`src/rtl/bit_scan8_pkg.sv`:
```
// Shared types and constants for the 8-bit set-bit scanner.
package bit_scan8_pkg;

  localparam int unsigned N     = 8;
  localparam int unsigned IDX_W = 3;

  typedef logic [IDX_W-1:0] idx_t;
  typedef logic [N-1:0]     vec_t;

  // Two-state controller encoding.
  typedef logic [0:0] state_t;
  localparam state_t StIdle = 1'b0;
  localparam state_t StScan = 1'b1;

endpackage

```
`src/rtl/lsb_index8.sv`:
```
// Combinational lowest-set-bit finder: index, one-hot mask and single-bit flag.
module lsb_index8
  import bit_scan8_pkg::*;
(
  input  vec_t pend_i,
  output idx_t idx_o,
  output vec_t mask_o,
  output logic single_o
);

  always_comb begin
    idx_o = '0;
    // Walk downwards so the lowest set bit wins.
    for (int i = N - 1; i >= 0; i--) begin
      if (pend_i[i]) begin
        idx_o = idx_t'(i);
      end
    end
  end

  assign mask_o   = pend_i & (~pend_i + vec_t'(1));
  assign single_o = (pend_i != '0) && ((pend_i & (pend_i - vec_t'(1))) == '0);

endmodule

```
`src/rtl/bit_scan8.sv`:
```
// Accepts an 8-bit flag vector and emits the index of each set bit, lowest first.
module bit_scan8
  import bit_scan8_pkg::*;
(
  input  logic             CLK,
  input  logic             RESET,
  input  logic [N-1:0]     I,
  input  logic             I_VALID,
  output logic             I_READY,
  output logic [IDX_W-1:0] O,
  output logic             O_VALID,
  input  logic             O_READY,
  output logic             O_LAST,
  output logic             NONE
);

  state_t state_q, state_d;
  vec_t   pend_q, pend_d;
  logic   none_q, none_d;

  idx_t lsb_idx;
  vec_t lsb_mask;
  logic lsb_single;

  lsb_index8 u_lsb (
    .pend_i   (pend_q),
    .idx_o    (lsb_idx),
    .mask_o   (lsb_mask),
    .single_o (lsb_single)
  );

  // All outputs derive from registered state only.
  assign I_READY = (state_q == StIdle);
  assign O_VALID = (state_q == StScan);
  assign O       = O_VALID ? lsb_idx : '0;
  assign O_LAST  = O_VALID & lsb_single;
  assign NONE    = none_q;

  always_comb begin
    state_d = state_q;
    pend_d  = pend_q;
    none_d  = 1'b0;
    unique case (state_q)
      StIdle: begin
        if (I_VALID) begin
          if (I != '0) begin
            pend_d  = I;
            state_d = StScan;
          end else begin
            none_d = 1'b1;
          end
        end
      end
      StScan: begin
        if (O_READY) begin
          pend_d = pend_q & ~lsb_mask;
          if (lsb_single) begin
            state_d = StIdle;
          end
        end
      end
      default: begin
        state_d = StIdle;
        pend_d  = '0;
      end
    endcase
  end

  // Reset overrides any handshake sampled on the same edge.
  always_ff @(posedge CLK) begin
    if (RESET) begin
      state_q <= StIdle;
      pend_q  <= '0;
      none_q  <= 1'b0;
    end else begin
      state_q <= state_d;
      pend_q  <= pend_d;
      none_q  <= none_d;
    end
  end

endmodule

```
`config.mk`:
```
export PLATFORM = sky130hd
export DESIGN_NAME = bit_scan8
export DESIGN_NICKNAME = d
export VERILOG_FILES = /design/src/rtl/bit_scan8_pkg.sv /design/src/rtl/lsb_index8.sv /design/src/rtl/bit_scan8.sv
export SDC_FILE = /design/constraint.sdc
export NUM_CORES = 1
export LEC_CHECK = 0
export CAP_MARGIN = 10
export CORE_MARGIN = 5
export CORE_UTILIZATION = 41
export DETAILED_ROUTE_END_ITERATION = 6
export HOLD_SLACK_MARGIN = 0.1
export PLACE_DENSITY = 0.79
export SYNTH_ARGS = -nofsm -noshare
export SYNTH_HDL_FRONTEND = slang
export SYNTH_SLANG_ARGS = --single-unit
```
`constraint.sdc`:
```
create_clock -name CLK -period 2.4 [get_ports CLK]
set_clock_uncertainty 0.2 [all_clocks]
set_input_delay 0.36 -clock CLK [delete_from_list [all_inputs] [get_ports CLK]]
set_output_delay 0.36 -clock CLK [all_outputs]
set_load 0.005 [all_outputs]
```
# Word level (Yosys, flattened, before mapping)
# Index checks and enable logic that the tools add are counted.
# classes
n_mux	19
n_div	0
add_sub_neg	2
shift	0
n_lt_le_gt_ge	0
mul	0
n_bitwise	8
n_eq_ne	3
reduce_logical	6
# op_table
cell	n
$mux 3	9
$and 8x8->8	3
$mux 8	3
$not 8->8	2
$pmux 8 s2	1
$reduce_bool 8->1	2
$add 8x1->8 const B	1
$logic_not 8->1	1
$sub 8x1->8 const B	1
$mux 1	5
$ne 2x2->1 const B	2
$reduce_and 3->1	1
$reduce_or 3->1	1
$ne 2x1->1 const B	1
$not 1->1	2
$pmux 1 s2	1
$and 1x1->1	1
$logic_and 1x1->1	1
# word_totals
romBits	0
in_bits	12
ramBits	0
output_inout_bits	7
latchBits	0
mem_count	0
regBits	10
wordCells	41

# Longest topological paths before layout
# logic_depth
depth_word	9
mapped_depth	6
depth_no_buf	4

# By module
# Synthesis repeated with hierarchy kept, for this count alone.
# unflattened
hier_cells	95
area_unflattened_um2	820.8
# by_module_without_submodules
module	cells_each	area_per_inst_um2	n_inst	seq_area_each_um2
bit_scan8	62	595.6	1	200.2
lsb_index8	33	225.2	1	0.0

# Worst setup path after synthesis
# OpenSTA, ideal clock, no wires.
# synth_timing
path_type	register to output
startpoint	reg pend_q[0]
endpoint	out O_LAST
path_slack_ps	487
arrival_ps	1353
path_buffers	1
required_time_ps	1840
path_stages_with_launch	6
path_cell_list	dfxtp_1 -> buf_2 -> nor4_4 -> a21boi_0 -> o41ai_2 -> and3_1
# synth_via
elab_chain_len	5
word_cells_on_any_way	6
cone_classes	1 x add/sub; 2 x bitwise; 3 x reduce/logical
# synth_lines
item	line	text
start, declared	bit_scan8.sv:18	vec_t pend_q, pend_d;
start signal, assigned	bit_scan8.sv:77	pend_q <= pend_d;
$sub 8x1->8	lsb_index8.sv:22	assign single_o = (pend_i != '0) && ((pend_i & (pend_i - vec_t'(1))) == '0);
$and 8x8->8	lsb_index8.sv:22	
$logic_not 8->1	lsb_index8.sv:22	
$logic_and 1x1->1 (*)	lsb_index8.sv:22	
$and 1x1->1 (*)	bit_scan8.sv:36	assign O_LAST = O_VALID & lsb_single;
end, declared	bit_scan8.sv:13	output logic O_LAST,
# Mark *: on every way between the ends. The rest lies on a longest branch, timed or not.

# Worst setup path in the final report
# layout_timing
startpoint	reg pend_q[3]
endpoint	out O_LAST
# Same word-level chain as after synthesis.

==> metrics.txt <==
number of synthesized flops with an enable pin 0; sw frac 0.311; CTS Sinks 10; die width 52 um; Critical Path End Type output pin; CP arrival 1.77 ns; Detail Placement HPWL 1470 um; static leakage 0.408 nW; Layout area overhead 43.9%; residual DRC count 0; vias in the first global route 686; clock root cell clkbuf_4; Synth Warn # 0; CTS buffer count 3; worst-margin pin slew 0.461 ns; layout cells sized above 1 0.336; drt initial violations 23; H-tree levels 1; Hold Slack 0.323 ns; Clock Pin Slew Worst Setup and Hold Paths 0.07 ns; crit-path max FO 5; pin count of the biggest net entering global routing 13; max-cap viol count 0; internal power 0.398 mW; CP required 1.84 ns; Power Dens Cells 555 nW/um^2; Routed Antenna Nets 0; fmax 429 MHz; Worst IR Drop VDD 396 uV; Final setup viols 0; core area 1710 sq um; register area share after synthesis 0.277; CP Class register to output pin; CTS Buffer Depth 2; routability cong. 0.867; met2 Use GR 0.232; Starting Density 0.423; run status finished clean; routed len/inst 14.9 um; Ports 19; via density per instance 5.71; async set-reset flop share out of synthesis 0; Total GRT Usage 0.160; RSZ-0062 raised after global routing false; Mapped Cells 83; distinct cell type count after synthesis 40; synthesis-stage register bit count 10; chip height 52 um; Slew Limit Fails 0; GRT met3 Usage 0.0573; CTS tree yes; Slew headroom 0.692; detailed-route via count 771; Ant. Diodes 0; nets@finish 123; Post-CTS Hold Fix Bufs 0; Synth Flop Type dfxtp_1; GRT Max-Usage Layer met2; FP Rows 15; combinational power share 0.387; Hold Fails Final Rpt 0; grt ovf 0; post-synth design cell area 723 sq um; syn_area_per_cell 8.71 sq um; final WL 2020 um; die area 2700 sq um; clock power share 0.262; syn_nets 95; met1 global-route usage 0.203; DRT Pass-1 Iters 4; sequential share of power 0.351; P_sw 0.179 mW; Port Buffers 18; crit share post-route 0.972; global-route wire length before repair 3100 um; Clock Latency Late Sink 0.27 ns; Tmin final 2.33 ns; Setup TNS 0 ns; Hold Crit Class register to register; initial antenna violation count 0; crit path launch type register
==> through the flow <==
| step | instances | setup WS, ns | utilization | instance area, sq um | total power [mW] |
|---|---|---|---|---|---|
| floorplan | 83 | 0.487 | - | 723 | 0.319 |
| global placement | 127 | 0.0774 | 0.560 | 957 | 0.394 |
| detailed placement | 127 | 0.0242 | 0.560 | 957 | 0.397 |
| CTS | 133 | 0.00353 | 0.596 | 1020 | 0.563 |
| global route | 135 | 0.00391 | 0.610 | 1040 | 0.610 |
| finish | 135 | 0.0683 | 0.610 | 1040 | 0.577 |
==> critical path, stage by stage, from the launching register on <==
cell and delay (ns):
dfxtp_4 0.37, or4_4 0.57, nor3_4 0.20, o41ai_2 0.09
and3_1 0.17, clkbuf_2 0.10
==> final cells by class <==
cell class / count / area, sq um
inverters: 4 / 15.0
fillers: 149 / 667
multi-input cells: 62 / 480
repair buffers: 30 / 267
flip-flops and latches: 10 / 211
well taps: 25 / 31.3
clock buffers: 4 / 36.3
==> flip-flops by register name (all words and copies together) (netlist names) <==
register and count:
pend_q 8, NONE 1, O_VALID 1
==> Yosys cell counts, types with 3 or more instances <==
master	count	area share
or4_4	3	0.047
clkbuf_1	3	0.016
dfxtp_1	10	0.28
nor3b_1	3	0.031
nand2b_1	3	0.026
nor2_1	4	0.021
a21oi_1	7	0.048
inv_1	4	0.021
a311oi_1	3	0.036
nand2_1	5	0.026
==> per-layer routing <==
| metal | share of wire | wire length, um | vias up |
|---|---|---|---|
| met1 | 0.44 | 884 | 352 |
| met5 | 0 | 0 | - |
| met2 | 0.46 | 936 | 34 |
| met3 | 0.069 | 140 | 8 |
| met4 | 0.027 | 55 | 0 |
| li1 | - | - | 377 |
==> power by group through the flow <==
stage / combinational [mW] / clock [mW] / sequential, mW
CTS: 0.207 / 0.155 / 0.201
global route: 0.243 / 0.164 / 0.204
floorplan: 0.126 / 0 / 0.193
detailed placement: 0.193 / 0 / 0.204
finish: 0.224 / 0.151 / 0.203
global placement: 0.191 / 0 / 0.203
==> logic make-up (layout without fill, tap and decap cells) <==
group                    Yosys count  after routing  synth area share
AO/OA/AOI/OAI                     29             29             0.336
adder cells (fa/ha/maj)            1              1            0.0138
AND/OR/NAND/NOR                   32             32             0.301
buffers and inverters             11             38            0.0726
flip-flops                        10             10             0.277
==> repair_timing <==
item,in CTS,in global routing
resized for setup,9,7
endpoints found under the setup margin,3,2
buffers inserted,2,2
hold endpoints to repair,0,0
pin swaps,4,4
==> path summary, 6_finish.rpt <==
check | from | cells past startpoint | slack, ns | to
setup / recovery | pend_q[3]$_SDFFE_PP0P_ | 5 | 0.07 | O_LAST
hold / removal | pend_q[1]$_SDFFE_PP0P_ | 2 | 0.32 | pend_q[1]$_SDFFE_PP0P_
setup reg to reg | pend_q[3]$_SDFFE_PP0P_ | 6 | 0.41 | O_VALID$_SDFF_PP0_
hold reg to reg | pend_q[1]$_SDFFE_PP0P_ | 2 | 0.32 | pend_q[1]$_SDFFE_PP0P_
==> placed cells by master (no fill, tap or decap), types with 2 or more instances in the layout <==
| master | count |
|---|---|
| dfxtp_2 | 6 |
| o21ai_0 | 2 |
| nand2b_1 | 3 |
| nand3b_1 | 2 |
| a21oi_1 | 7 |
| a311oi_1 | 3 |
| inv_1 | 4 |
| a32oi_1 | 2 |
| clkbuf_4 | 3 |
| nor3b_1 | 3 |
| nand2_1 | 5 |
| dfxtp_1 | 3 |
| nor2_1 | 4 |
| nor3_1 | 2 |
| nor2b_1 | 2 |
| or4_4 | 4 |
| o31ai_2 | 2 |
| buf_4 | 12 |
| clkdlybuf4s50_1 | 15 |
Note: power is estimated with default switching activity, not from simulation.
